--- config.mk ---
export PLATFORM = sky130hd
export DESIGN_NAME = inv_add_round_key_stage
export DESIGN_NICKNAME = d
export VERILOG_FILES = /design/src/rtl/inv_add_round_key_stage_pkg.sv /design/src/rtl/inv_add_round_key_stage_skid_buf.sv /design/src/rtl/inv_add_round_key_stage.sv
export SDC_FILE = /design/constraint.sdc
export NUM_CORES = 1
export LEC_CHECK = 0
export ABC_CLOCK_PERIOD_IN_PS = 12100
export CELL_PAD_IN_SITES_DETAIL_PLACEMENT = 0
export CELL_PAD_IN_SITES_GLOBAL_PLACEMENT = 1
export CORE_MARGIN = 2
export CORE_UTILIZATION = 38
export DETAILED_ROUTE_END_ITERATION = 12
export PLACE_DENSITY_LB_ADDON = 0.3
export SETUP_SLACK_MARGIN = 0.2
export SLEW_MARGIN = 5
export SYNTH_ARGS = -nofsm -noshare
export SYNTH_HDL_FRONTEND = slang
export SYNTH_SLANG_ARGS = --single-unit
--- constraint.sdc ---
create_clock -name clk -period 12.1 [get_ports clk]
set_clock_uncertainty 0.15 [all_clocks]
set_input_delay 1.815 -clock clk [delete_from_list [all_inputs] [get_ports clk]]
set_output_delay 1.815 -clock clk [all_outputs]
set_load 0.01 [all_outputs]
--- src/rtl/inv_add_round_key_stage_pkg.sv ---
// Shared AES decryption datapath constants and payload types.
package inv_add_round_key_stage_pkg;

   localparam int AES_NR      = 10;   // AES-128 round count; round keys 0..AES_NR
   localparam int AES_STATE_W = 128;  // one AES state, byte 0 in the top byte
   localparam int AES_RIDX_W  = 4;    // round index width, 2**AES_RIDX_W > AES_NR

   typedef logic [AES_STATE_W-1:0] state_t;
   typedef logic [AES_RIDX_W-1:0]  ridx_t;

endpackage

--- src/rtl/inv_add_round_key_stage_skid_buf.sv ---
// Generic 2-entry valid/ready skid buffer.
//
// Handshake: a transfer happens on a rising edge where valid & ready are both
// high; valid never depends on ready, and in_ready is a flop (it is !B_full of
// the next cycle), so nothing combinational runs from out_ready to in_ready.
// Entry A drives the output; entry B catches the one state that can arrive
// in the cycle in which A stalls.
module aes_skid_buf #(
   parameter int W = 8
) (
   input  logic         clk,
   input  logic         rst,
   input  logic         clear,
   input  logic         in_valid,
   output logic         in_ready,
   input  logic [W-1:0] in_data,
   output logic         out_valid,
   input  logic         out_ready,
   output logic [W-1:0] out_data
);

   logic         a_valid_q, a_valid_d;
   logic         b_valid_q, b_valid_d;
   logic [W-1:0] a_data_q,  a_data_d;
   logic [W-1:0] b_data_q,  b_data_d;
   logic         in_ready_q, in_ready_d;
   logic         push;
   logic         pop;

   assign push      = in_valid & in_ready_q;
   assign pop       = a_valid_q & out_ready;
   assign in_ready  = in_ready_q;
   assign out_valid = a_valid_q;
   assign out_data  = a_data_q;

   // Next-state of both entries: clear wins, B moves to A before a new push lands.
   always_comb begin
      a_valid_d = a_valid_q;
      b_valid_d = b_valid_q;
      a_data_d  = a_data_q;
      b_data_d  = b_data_q;
      if (clear) begin
         a_valid_d = 1'b0;
         b_valid_d = 1'b0;
      end else if (pop) begin
         if (b_valid_q) begin
            a_valid_d = 1'b1;
            a_data_d  = b_data_q;
            b_valid_d = push;
            if (push) b_data_d = in_data;
         end else begin
            a_valid_d = push;
            if (push) a_data_d = in_data;
         end
      end else if (push) begin
         if (!a_valid_q) begin
            a_valid_d = 1'b1;
            a_data_d  = in_data;
         end else begin
            b_valid_d = 1'b1;
            b_data_d  = in_data;
         end
      end
      in_ready_d = !b_valid_d;
   end

   // Entry and ready registers; ready stays low while reset is held.
   always_ff @(posedge clk or posedge rst) begin
      if (rst) begin
         a_valid_q  <= 1'b0;
         b_valid_q  <= 1'b0;
         a_data_q   <= '0;
         b_data_q   <= '0;
         in_ready_q <= 1'b0;
      end else begin
         a_valid_q  <= a_valid_d;
         b_valid_q  <= b_valid_d;
         a_data_q   <= a_data_d;
         b_data_q   <= b_data_d;
         in_ready_q <= in_ready_d;
      end
   end

endmodule

--- src/rtl/inv_add_round_key_stage.sv ---
// Registered AddRoundKey stage of the AES-128 decryption datapath.
// XORs each incoming state with the round key selected by the inverse round
// counter, tags round 0 as the last (plaintext) output, and buffers the result
// in a 2-entry skid buffer so one state per clock can flow.
module inv_add_round_key_stage
   import inv_add_round_key_stage_pkg::*;
#(
   parameter int NR     = AES_NR,
   parameter int RIDX_W = AES_RIDX_W
) (
   input  logic              clk,
   input  logic              reset,
   input  logic              clear,
   input  logic              in_valid,
   output logic              in_ready,
   input  state_t            in_state,
   output logic [RIDX_W-1:0] rk_idx,
   input  state_t            rk_data,
   output logic              out_valid,
   input  logic              out_ready,
   output state_t            out_state,
   output logic [RIDX_W-1:0] out_round,
   output logic              out_last
);

   // Highest round this stage performs; key NR is the initial AddRoundKey, done elsewhere.
   localparam logic [RIDX_W-1:0] RND_TOP = RIDX_W'(NR - 1);
   localparam int                PW      = AES_STATE_W + RIDX_W + 1;

   logic [RIDX_W-1:0] cnt_q, cnt_d;
   logic              accept;
   logic [PW-1:0]     in_pl;
   logic [PW-1:0]     out_pl;

   assign accept = in_valid & in_ready;
   assign rk_idx = cnt_q;
   assign in_pl  = {in_state ^ rk_data, cnt_q, cnt_q == '0};
   assign {out_state, out_round, out_last} = out_pl;

   // Round counter: counts down per accept, explicit wrap 0 -> NR-1, clear restarts.
   always_comb begin
      cnt_d = cnt_q;
      if (clear) begin
         cnt_d = RND_TOP;
      end else if (accept) begin
         cnt_d = (cnt_q == '0) ? RND_TOP : cnt_q - RIDX_W'(1);
      end
   end

   // Round counter register.
   always_ff @(posedge clk or posedge reset) begin
      if (reset) cnt_q <= RND_TOP;
      else       cnt_q <= cnt_d;
   end

   aes_skid_buf #(
      .W (PW)
   ) u_skid (
      .clk       (clk),
      .rst       (reset),
      .clear     (clear),
      .in_valid  (in_valid),
      .in_ready  (in_ready),
      .in_data   (in_pl),
      .out_valid (out_valid),
      .out_ready (out_ready),
      .out_data  (out_pl)
   );

endmodule

## Word level (Yosys, flattened, before mapping)

Index checks and enable logic that the tools add are counted.
Widths: inputs -> output; s select.

- Bits in registers: 273
- Bits of input ports: 261
- Output and inout bits: 139
- Word-level logic and storage cells: 44

- $add $sub $neg: 1
- Equality and inequality tests: 3
- Multiplexer cells: 21
- Bitwise logic cells: 4
- Reduce and logical (&&, ||, !) cells: 9

Operators by type and width:

| kind | number |
|---|---|
| $mux 133 | 9 |
| $xor 128x128->128 | 1 |
| $mux 4 | 3 |
| $mux 1 | 9 |
| $reduce_bool 2->1 | 4 |
| $reduce_and 5->1 | 1 |
| $logic_not 4->1 | 1 |
| $ne 2x2->1 const B | 2 |
| $reduce_and 4->1 | 1 |
| $sub 4x1->4 const B | 1 |
| $reduce_bool 3->1 | 1 |
| $and 1x1->1 | 2 |
| $ne 2x1->1 const B | 1 |
| $logic_not 1->1 | 1 |
| $not 1->1 | 1 |

## Depth between registers and ports, before layout

Gate-level depths: netlist of run 1.

- Word-level depth: 5
- Depth in mapped cells: 5

## Hierarchy

From an unflattened synthesis of run 1, not the netlist that was laid out.

- Cells, all modules: 880
- Area total of the unflattened synthesis: 12909.9 um2

Modules (own cells, without submodules):

| module | instances | cells an instance | area an instance (um2) | sequential area each (um2) |
|---|---|---|---|---|
| aes_skid_buf | 1 | 727 | 11561.1 | 6731.5 |
| inv_add_round_key_stage | 1 | 153 | 1348.8 | 102.6 |

## Worst setup path before layout of run 1

OpenSTA, ideal clock, no wires.

- Kind: input to register
- From: input clear
- To: register u_skid.b_data_q[0]
- Setup time: 0.128 ns
- Arrival: 3.102 ns
- Slack: 8.721 ns
- Cell stages on the path: 5
- Cells stage by stage: clkbuf_1 -> nor4_4 -> buf_2 -> buf_4 -> mux2_1

- Word-level cells in the longest chain between the ends: 2

RTL lines:

| what | RTL line | text |
|---|---|---|
| start: declaration | inv_add_round_key_stage.sv:13 | `input logic clear,` |
| $not 1->1 (no line) | n/a |  |
| $reduce_and 5->1 (no line) | n/a |  |
| end signal: assignment | inv_add_round_key_stage_skid_buf.sv:79 | `b_data_q <= b_data_d;` |
| end: declaration | inv_add_round_key_stage_skid_buf.sv:25 | `logic [W-1:0] b_data_q, b_data_d;` |

Every way passes these cells.
A chain may end at the register's enable or synchronous reset.

## Final worst setup path of run 1

- From: input out_ready
- To: register u_skid.a_data_q[111] (netlist: u_skid.out_data[111])

- Word-level cells in the longest chain between the ends: 3
- Elaborated cells between the ends (all ways): 5
- Those cells by class: 1 x eq/ne; 1 x mux; 1 x bitwise; 2 x reduce/logical

RTL lines:

| what | RTL line | text |
|---|---|---|
| start: declaration | inv_add_round_key_stage.sv:20 | `input logic out_ready,` |
| $and 1x1->1 * | inv_add_round_key_stage_skid_buf.sv:31 | `assign pop = a_valid_q & out_ready;` |
| $ne 2x2->1 (no line) / $reduce_bool 2->1 (equally long branches) | n/a |  |
| $reduce_and 4->1 (no line) | n/a |  |
| end signal: assignment | inv_add_round_key_stage_skid_buf.sv:78 | `a_data_q <= a_data_d;` |
| end: declaration | inv_add_round_key_stage_skid_buf.sv:24 | `logic [W-1:0] a_data_q, a_data_d;` |

Every way passes the cells marked *; elsewhere a longest branch is shown, timed or not.

==> results of run 1 <==
[flip-flops by register name (all words and copies together) (netlist names)]
register          count
rk_idx                4
u_skid.b_valid_q      1
u_skid.in_ready       1
u_skid.out_valid      1
u_skid.b_data_q     133
u_skid.out_data     133
[metal layers]
metal	part of all wire	wire (microns)
met3	0.065	1984
met2	0.49	15020
met4	0.026	808
met1	0.42	12750
met5	0	0
[report_power, final]
| part | switching [mW] | leakage (nW) | internal [mW] |
|---|---|---|---|
| registers | 0.127 | 3.27 | 1.18 |
| clock network | 0.369 | 0.543 | 0.609 |
| logic | 0.296 | 3.88 | 0.512 |
[final cells by class]
| class | count | area (sq um) | share of cell area |
|---|---|---|---|
| timing repair buffer | 409 | 4069 | 0.2209 |
| multi-input combinational | 558 | 5841 | 0.3171 |
| sequential | 273 | 6834 | 0.3711 |
| tap | 448 | 560.5 | 0.03043 |
| clock inverter | 8 | 121.4 | 0.006590 |
| clock buffer | 47 | 965.9 | 0.05245 |
| inverter | 5 | 26.28 | 0.001427 |
[cell usage after synthesis]
| library cell | instances |
|---|---|
| a211oi_2 | 1 |
| or3_1 | 2 |
| o311ai_0 | 1 |
| o21bai_1 | 1 |
| inv_1 | 5 |
| mux2_2 | 329 |
| nor4_4 | 1 |
| mux2_1 | 70 |
| a21oi_1 | 4 |
| o21ai_0 | 2 |
| nor2b_1 | 2 |
| ha_1 | 2 |
| nor3_1 | 2 |
| o41ai_1 | 1 |
| nand3_1 | 2 |
| a21o_1 | 1 |
| clkbuf_1 | 7 |
| xor2_1 | 128 |
| and2_1 | 1 |
| dfrtp_1 | 271 |
| nand2_1 | 6 |
| nor3b_1 | 1 |
| buf_4 | 19 |
| buf_2 | 21 |
| nor2_1 | 1 |
| dfstp_2 | 2 |
[per-stage QoR]
step | cells | area, sq um | setup WS (ps) | total power, mW
2_1_floorplan | 883 | 12950 | 2615 | 1.698
3_5_place_dp | 1693 | 17330 | 6904 | 2.148
4_1_cts | 1748 | 18420 | 7495 | 3.149
6_report | 1748 | 18420 | 7513 | 3.096
5_1_grt | 1748 | 18420 | 7354 | 3.262
3_3_place_gp | 1693 | 17330 | 6931 | 2.122
[worst max-delay path: stages]
cell	delay [ps]
clkdlybuf4s50_1	490
nand3_4	230
buf_4	880
buf_4	670
mux2_2	410
mux2_2	270
[how the worst max path moves through the flow]
stage                     startpoint  cells after the start              endpoint  slack [ps]
after floorplan                reset                      1             rk_idx[1]        2610
after global placement     out_ready                      6   u_skid.out_data[12]        6930
after detailed placement   out_ready                      6  u_skid.out_data[111]        6900
after CTS                  out_ready                      6    u_skid.out_data[9]        7490
after global routing       out_ready                      6  u_skid.out_data[103]        7350
final                      out_ready                      6  u_skid.out_data[111]        7510
[kinds of logic after synthesis]
logic type,count (synthesis),share of synthesized area
simple gates,18,0.008214
compound gates,11,0.005799
fa+ha+maj,2,0.001932
xor+xnor,128,0.08659
flops,273,0.5278
buf+inv,52,0.02261
mux,399,0.3470
==> metrics.yaml, run 1 <==
grt_pass1_wl_mm: 48.16
boundaryPins: 400
routed_via_density: 4.712
drt_first_iter_violations: 261
tns_ps: 0
grt_antenna_before_repair: 0
grt_usage: 0.1689
hold-path-cell-count: 1
met1_usage: 0.2115
path_clk_slew_ps: 60
fin_crit_sh: 0.3791
ys_top_cells_by_area: "dfrtp_1 (52%), mux2_2 (29%), xor2_1 (8.7%)"
place_congestion: 0.7194
setup_viol: 0
r2r_cells: 5
path_class: "in -> reg"
io_buffers: 399
clk_path_buf_depth: 3
die_area_sq_mm: 0.03556
start_kind: "input pin"
power.density_mw_per_mm2: 168.1
yosysSeqAreaShare: 0.5278
cts_buffers: 31
hpwl_mm: 21.12
ant_nets: 0
synth_warnings: 0
outcome: "finished, final reports clean"
path_max_fanout: 78
crit_arrival_ps: 4870
hold_ws_ps: 330.7
vias: 8237
drv_cap: 0
nets: 1541
insertion_delay_ps: 540
max_freq_ghz: 0.2180
final_cell_mix: "clkdlybuf4s50_1 (399), mux2_2 (329), dfrtp_1 (271), xor2_1 (128), mux2_1 (70)"
synth_top_cell_by_area: "dfrtp_1"
hold_violations: 0
postRouteWirelength_mm: 30.56
slew_violations: 0
start_util: 0.3861
dieWidth_microns: 188.6
grt_pass1_vias: 8740
r2r_slack_ps: 8830
rows: 67
min_path_type: "reg -> reg"
reg2reg_to: "u_skid.out_data[111]"
core_sq_mm: 0.03353
worst-slew-pin-transition_ps: 1118
vdd_drop_max_mv: 0.1078
ys_ff_latch: 273
cts-root-buf: "clkbuf_16"
hold_path_end: "u_skid.b_data_q[1]"
final_layout_size_suffix_gt1_frac: 0.3054
synth_area_per_cell_sq_um: 14.66
cts-resized-gates: 0
netlist_area_sq_mm: 0.01295
p_leak_nw: 7.697
rsz0062_at_grt: "no"
synth_nets: 1146
grt_max_degree: 131
critPathRequiredTime_ps: 12380
final_util: 0.5493
synth_cell_types: 26
n_fill_cell: 2831
top_usage_layer: "met2"
cts_setup_buffers: 0
die_h_microns: 188.6
met2_usage: 0.2895
cts_hold_buffers: 0
cts_tree: "yes"
htree_num_levels: 1
drt-pass1-iter-count: 4
fin_crit_ps: 4587
drc_errors: 0
holdCritStartpoint: "u_skid.b_data_q[1]"
final_common_cell: "clkdlybuf4s50_1"
synth_top_area_frac: 0.5238
area_delta_synth_final_pct: 42.25
cts_sinks: 273
syn_inst: 883
crit_path_end_kind: "flip-flop"
gr-total-overflow: 0
diodes: 0
avgRoutedWirePerCell_microns: 17.48
grtUsageMet3: 0.04228
slew_headroom: 0.2545
worst_r2r_startpoint: "u_skid.out_valid"
No activity file was read; power rests on OpenSTA's default activity.
==> run 2: changes to the inputs <==
- ABC_CLOCK_PERIOD_IN_PS: 12100 -> 3700
- CORE_UTILIZATION: 38 -> 34
- clock period: 12.1 -> 3.7 ns (I/O delays scaled with it)
==> run 2 against run 1 <==
  * Die area rose by 12%
  * Critical path depth decreased by 5
  * Core utilization is 5.5 points lower
  * Clock power grew to 3.1 times the previous value
  * Clock-buffer cell count decreased by 2
  * Sequential share of layout area decreased by 0.30 points
  * Worst hold slack improved by 1.0 ps
  * First-iteration DRC count is 29% lower
  * Sequential power rose to 3.3 times the previous value
  * Cell area increased by 0.80%
  * Global-route usage fell by 1.7 points
  * Critical path type is now reg -> out
==> metrics.yaml, run 2 (same netlist as run 1, synthesis figures left out) <==
io_buffers: 399  # unchanged
area_delta_synth_final_pct: 43.39  # was 42.25%
stdcell_area_sq_mm: 0.01857  # was 0.01842 sq mm
worst_r2r_startpoint: "u_skid.in_ready"  # was u_skid.out_valid
gr-total-overflow: 0  # unchanged
avgRoutedWirePerCell_microns: 17.16  # was 17.48 microns
rows: 71  # was 67
reg2reg_to: "u_skid.out_data[100]"  # was u_skid.out_data[111]
cts-resized-gates: 0  # unchanged
p_leak_nw: 7.703  # was 7.697 nW
r2r_cells: 4  # was 5
cts_buffers: 31  # unchanged
drt_first_iter_violations: 186  # was 261
drc_errors: 0  # unchanged
clk_path_buf_depth: 3  # unchanged
slowest_delay_ps: 630  # was 880 ps
grt_max_degree: 90  # was 131
cts_hold_buffers: 0  # unchanged
grt_pass1_wl_mm: 47.45  # was 48.16 mm
place_congestion: 0.6782  # was 0.7194
crit_path_end: "rk_idx[3]"  # was u_skid.out_data[111]
hpwl_mm: 21.90  # was 21.12 mm
min_path_type: "reg -> reg"  # unchanged
hold_violations: 0  # unchanged
cts_sinks: 273  # unchanged
path_clk_slew_ps: 60  # about the same
grt_pass1_vias: 8671  # was 8,740
postRouteWirelength_mm: 31.14  # was 30.56 mm
outcome: "finished, final reports clean"  # unchanged
die_h_microns: 199.1  # was 188.6 microns
power_mw: 9.965  # was 3.096 mW
rsz0062_at_grt: "no"  # unchanged
power.density_mw_per_mm2: 536.8  # was 168.1 mW/mm^2
slew_headroom: 0.5161  # was 0.2545
critPathLaunch: "rk_idx[3]"  # was out_ready
path_class: "reg -> out"  # was in -> reg
final_common_cell: "clkdlybuf4s50_1"  # unchanged
drt-pass1-iter-count: 4  # unchanged
cts_setup_buffers: 0  # unchanged
critical-path-slowest-cell: "clkdlybuf4s50_1"  # was buf_4
crit_arrival_ps: 1760  # was 4870 ps
fin_crit_sh: 0.6669
tns_ps: 0  # unchanged
start_kind: "flip-flop"  # was input pin
cts-root-buf: "clkbuf_16"  # unchanged
htree_num_levels: 1  # unchanged
fin_crit_ps: 2468
vias: 8338  # was 8,237
crit_path_end_kind: "output pin"  # was flip-flop
nets: 1544  # was 1,541
worst-path-stages: 1  # was 6
hold-path-cell-count: 1  # unchanged
die_area_sq_mm: 0.03966  # was 0.03556 sq mm
boundaryPins: 400  # unchanged
path_cells: "clkdlybuf4s50_1"  # was clkdlybuf4s50_1 -> nand3_4 -> buf_4 -> buf_4 -> mux2_2 -> mux2_2
grt_usage: 0.1519  # was 0.1689
crit_family: "buffers and inverters"  # unchanged
slew_violations: 0  # unchanged
worst-slew-pin-transition_ps: 724.2  # was 1118 ps
final_cell_mix: "clkdlybuf4s50_1 (399), mux2_2 (329), dfrtp_1 (271), xor2_1 (128), mux2_1 (70)"  # unchanged
critPathRequiredTime_ps: 2990  # was 12,380 ps
setup_viol: 0  # unchanged
n_fill_cell: 3395  # was 2,831
hold_ws_ps: 331.7  # was 330.7 ps
vdd_drop_max_mv: 0.3839  # was 0.1078 mV
place_area_sq_mm: 0.01755  # was 0.01733 sq mm
path_max_fanout: 6  # was 78
max_freq_ghz: 0.4053
r2r_slack_ps: 1440  # was 8830 ps
diodes: 0  # unchanged
insertion_delay_ps: 550  # was 540 ps
drv_cap: 0  # unchanged
ant_nets: 0  # unchanged
cp.buffers_inverters: 1  # was 3
dieWidth_microns: 199.1  # was 188.6 microns
routed_via_density: 4.594  # was 4.712
core_sq_mm: 0.03758  # was 0.03353 sq mm
grt_antenna_before_repair: 0  # unchanged
cts_tree: "yes"  # unchanged
start_util: 0.3446  # was 0.3861
final_layout_size_suffix_gt1_frac: 0.3044  # was 0.3054
[run 2: cell types whose count changed in the layout (fill, tap and decap cells not counted), sizes merged]
cell	previous run	this run
buf	10	13
clkinv	4	7
clkinvlp	0	3
clkbuf	47	45
inv	6	4
bufinv	3	2
[run 2: cell type report]
type,instances,area (sq um),share of cell area
Inverter,5,22.52,0.001213
Sequential cell,273,6834,0.3681
Clock buffer,45,898.4,0.04839
Clock inverter,11,113.9,0.006133
Multi-Input combinational cell,558,5841,0.3146
Timing Repair Buffer,412,4217,0.2271
Tap cell,511,639.4,0.03444
[run 2: routing by layer]
layer	share of wire	track usage	wire length (microns)
met4	0.019	0.03870	604
met3	0.070	0.03612	2180
met5	0	0	0
met2	0.48	0.2564	14990
met1	0.43	0.1957	13370
[run 2: worst reg2reg max path, delay by kind of cell (launching register included)]
kind	cells	cell delay (ps)
simple gates	1	260
flops	1	390
compound gates	1	430
buf+inv	1	450
mux	1	470
[run 2: power breakdown]
part / internal [mW] / switching [mW] / total, mW / leakage [nW]
combinational: 1.69 / 0.966 / 2.65 / 3.93
sequential: 3.87 / 0.423 / 4.29 / 3.27
clock: 1.81 / 1.21 / 3.02 / 0.497
total: 7.37 / 2.60 / 9.97 / 7.70
[run 2: worst min path at each step]
stage,start,to,slack [ps]
floorplan,u_skid.b_data_q[0],u_skid.b_data_q[0],300
global placement,u_skid.b_data_q[22],u_skid.b_data_q[22],310
detailed placement,u_skid.b_data_q[23],u_skid.b_data_q[23],320
CTS,u_skid.b_data_q[23],u_skid.b_data_q[23],340
global route,u_skid.b_data_q[32],u_skid.b_data_q[32],340
finish,u_skid.b_data_q[17],u_skid.b_data_q[17],330
[run 2: through the flow]
stage                       util  worst slack [ps]  instances
after floorplan                -            -612.8        883
after global placement    0.4671             793.2       1759
after detailed placement  0.4671             749.8       1759
after CTS                 0.4941              1176       1815
after global routing      0.4941              1158       1815
final                     0.4941              1232       1815
==> run 3: changes to the inputs <==
- ABC_CLOCK_PERIOD_IN_PS: 3700 -> 2450
- CORE_UTILIZATION: 34 -> 38
- clock period: 3.7 -> 2.45 ns (I/O delays scaled with it)
==> run 3 against run 2 <==
  * Clock-buffer cell count down 4
  * Routed wire length is 2.6% lower
  * Die area is 10% lower
  * Clock power increased by 55%
  * First-iteration DRC count is 36% higher
  * Sequential share of layout area shrank 0.51 points
  * Sequential cell count unchanged
  * Critical endpoint is now rk_idx[1]
  * Via count up 0.22%
  * Cell area up 1.4%
  * Worst hold slack got worse by 320 ps
  * Worst setup slack lost 940 ps
  * Global-route usage increased by 1.6 points
==> metrics.yaml, run 3 (same netlist as run 1, synthesis figures left out) <==
grt_max_degree: 69  # was 90
power.density_mw_per_mm2: 808.2  # was 536.8 mW/mm^2
boundaryPins: 400  # unchanged
postRouteWirelength_mm: 30.33  # was 31.14 mm
cts_buffers: 30  # was 31
cts_tree: "yes"  # unchanged
cts_sinks: 273  # unchanged
layoutNonFillerInstCount: 1776  # was 1,815
avgRoutedWirePerCell_microns: 17.08  # was 17.16 microns
dieWidth_microns: 188.6  # was 199.1 microns
vdd_drop_max_mv: 0.4896  # was 0.3839 mV
crit_path_end_kind: "output pin"  # unchanged
grt_usage: 0.1679  # was 0.1519
critical-path-slowest-cell: "clkdlybuf4s50_1"  # unchanged
path_class: "reg -> out"  # unchanged
grt_pass1_wl_mm: 48.08  # was 47.45 mm
rows: 67  # was 71
htree_num_levels: 1  # unchanged
routed_via_density: 4.705  # was 4.594
vias: 8356  # was 8,338
diodes: 0  # unchanged
p_leak_nw: 7.887  # was 7.703 nW
cts_setup_buffers: 0  # unchanged
start_util: 0.3861  # was 0.3446
path_clk_slew_ps: 60  # about the same
setup_viol: 0  # unchanged
seq_area_sq_mm: 0.006834  # unchanged
max_freq_ghz: 0.4625
final_layout_size_suffix_gt1_frac: 0.3208  # was 0.3044
rsz0062_at_grt: "no"  # unchanged
core_sq_mm: 0.03353  # was 0.03758 sq mm
nets: 1568  # was 1,544
r2r_cells: 5  # was 4
die_area_sq_mm: 0.03556  # was 0.03966 sq mm
io_buffers: 399  # unchanged
start_kind: "flip-flop"  # unchanged
r2r_slack_ps: 470  # was 1440 ps
placedCellCount: 1721  # was 1,759
area_delta_synth_final_pct: 45.39  # was 43.39%
drc_errors: 0  # unchanged
worst-path-stages: 1  # unchanged
fin_crit_sh: 0.8824
drt_first_iter_violations: 253  # was 186
path_max_fanout: 7  # was 6
slew_headroom: 0.5513  # was 0.5161
setup_slack_ps: 288.0  # was 1232 ps
grt_pass1_vias: 8932  # was 8,671
crit_arrival_ps: 1640  # was 1760 ps
multi_input_area_sq_mm: 0.005841  # unchanged
hpwl_mm: 22.37  # was 21.90 mm
cts-root-buf: "clkbuf_16"  # unchanged
grt_antenna_before_repair: 0  # unchanged
slowest_delay_ps: 650  # was 630 ps
drt-pass1-iter-count: 4  # unchanged
reg2reg_to: "u_skid.b_data_q[54]"  # was u_skid.out_data[100]
insertion_delay_ps: 540  # was 550 ps
fin_crit_ps: 2162
place_congestion: 0.7352  # was 0.6782
die_h_microns: 188.6  # was 199.1 microns
crit_family: "buffers and inverters"  # unchanged
min_path_type: "in -> async"  # was reg -> reg
worst_r2r_startpoint: "u_skid.out_valid"  # was u_skid.in_ready
cts_hold_buffers: 0  # unchanged
slew_violations: 0  # unchanged
final_cell_mix: "clkdlybuf4s50_1 (397), mux2_2 (329), dfrtp_1 (271), xor2_1 (128), mux2_1 (70)"  # was clkdlybuf4s50_1 (399), mux2_2 (329), dfrtp_1 (271), xor2_1 (128), mux2_1 (70)
worst-slew-pin-transition_ps: 671.6  # was 724.2 ps
n_fill_cell: 2756  # was 3,395
outcome: "finished, final reports clean"  # unchanged
gr-total-overflow: 0  # unchanged
ant_nets: 0  # unchanged
path_cells: "clkdlybuf4s50_1"  # unchanged
pre_cts_ws_ps: 75.58  # was 749.8 ps
hold_violations: 0  # unchanged
crit_path_end: "rk_idx[1]"  # was rk_idx[3]
clk_path_buf_depth: 3  # unchanged
cp.buffers_inverters: 1  # unchanged
critPathLaunch: "rk_idx[1]"  # was rk_idx[3]
drv_cap: 0  # unchanged
critPathRequiredTime_ps: 1930  # was 2990 ps
final_common_cell: "clkdlybuf4s50_1"  # unchanged
## run 3: cell count changes in the layout (fill, tap and decap cells not counted), moves of 2 or more
cell             delta
inv_6               +2
clkbuf_1            -5
buf_12              +9
buf_4              +16
dlygate4sd2_1       +2
clkdlybuf4s50_1     -2
## run 3: power by group
group          total [mW]  internal [mW]  switching (mW)
clock network        4.67           2.86            1.81
logic                4.06           2.59            1.47
registers            6.48           5.84           0.642
## run 3: worst min path at each step
| stage | depth (start not counted) | startpoint | to |
|---|---|---|---|
| detailed placement | 1 | u_skid.b_data_q[56] | u_skid.b_data_q[56] |
| floorplan | 1 | u_skid.b_data_q[0] | u_skid.b_data_q[0] |
| finish | 2 | reset | u_skid.b_data_q[88] |
| CTS | 2 | reset | u_skid.out_data[82] |
| global placement | 1 | u_skid.b_data_q[20] | u_skid.b_data_q[20] |
| global route | 2 | reset | u_skid.b_data_q[88] |
## run 3: area by class of cell
type                    count  area share
clock inverters            14    0.008441
well taps                 448     0.02978
inverters                   5    0.001196
multi-input cells         558      0.3103
clock buffers              41     0.04746
flip-flops and latches    273      0.3630
repair buffers            437      0.2398
## run 3: metrics by stage
step                      power [mW]  utilization  setup TNS, ps  instance area [sq um]  hold slack, ps
after global routing           16.06       0.5614              0                  18820           21.83
after floorplan                8.386            -        -455430                  12950           304.1
after CTS                      15.47       0.5614              0                  18820           6.678
after global placement         10.55       0.5301              0                  17770           313.0
after detailed placement       10.69       0.5301              0                  17770           323.3
final                          15.21       0.5614              0                  18820           16.44
## run 3: layer usage
layer,routed length (microns),vias to the layer above,GRT usage
met5,0,-,0
met4,539,0,0.03966
met3,2162,37,0.04358
met2,15040,234,0.2899
met1,12590,4141,0.2106
li1,-,3944,-
## run 3: what timing repair did
item | 4_1_cts | 5_1_grt
endpoints found under the hold margin | 0 | 0
setup endpoints to repair | 2 | 0
gates resized for setup | 2 | 0
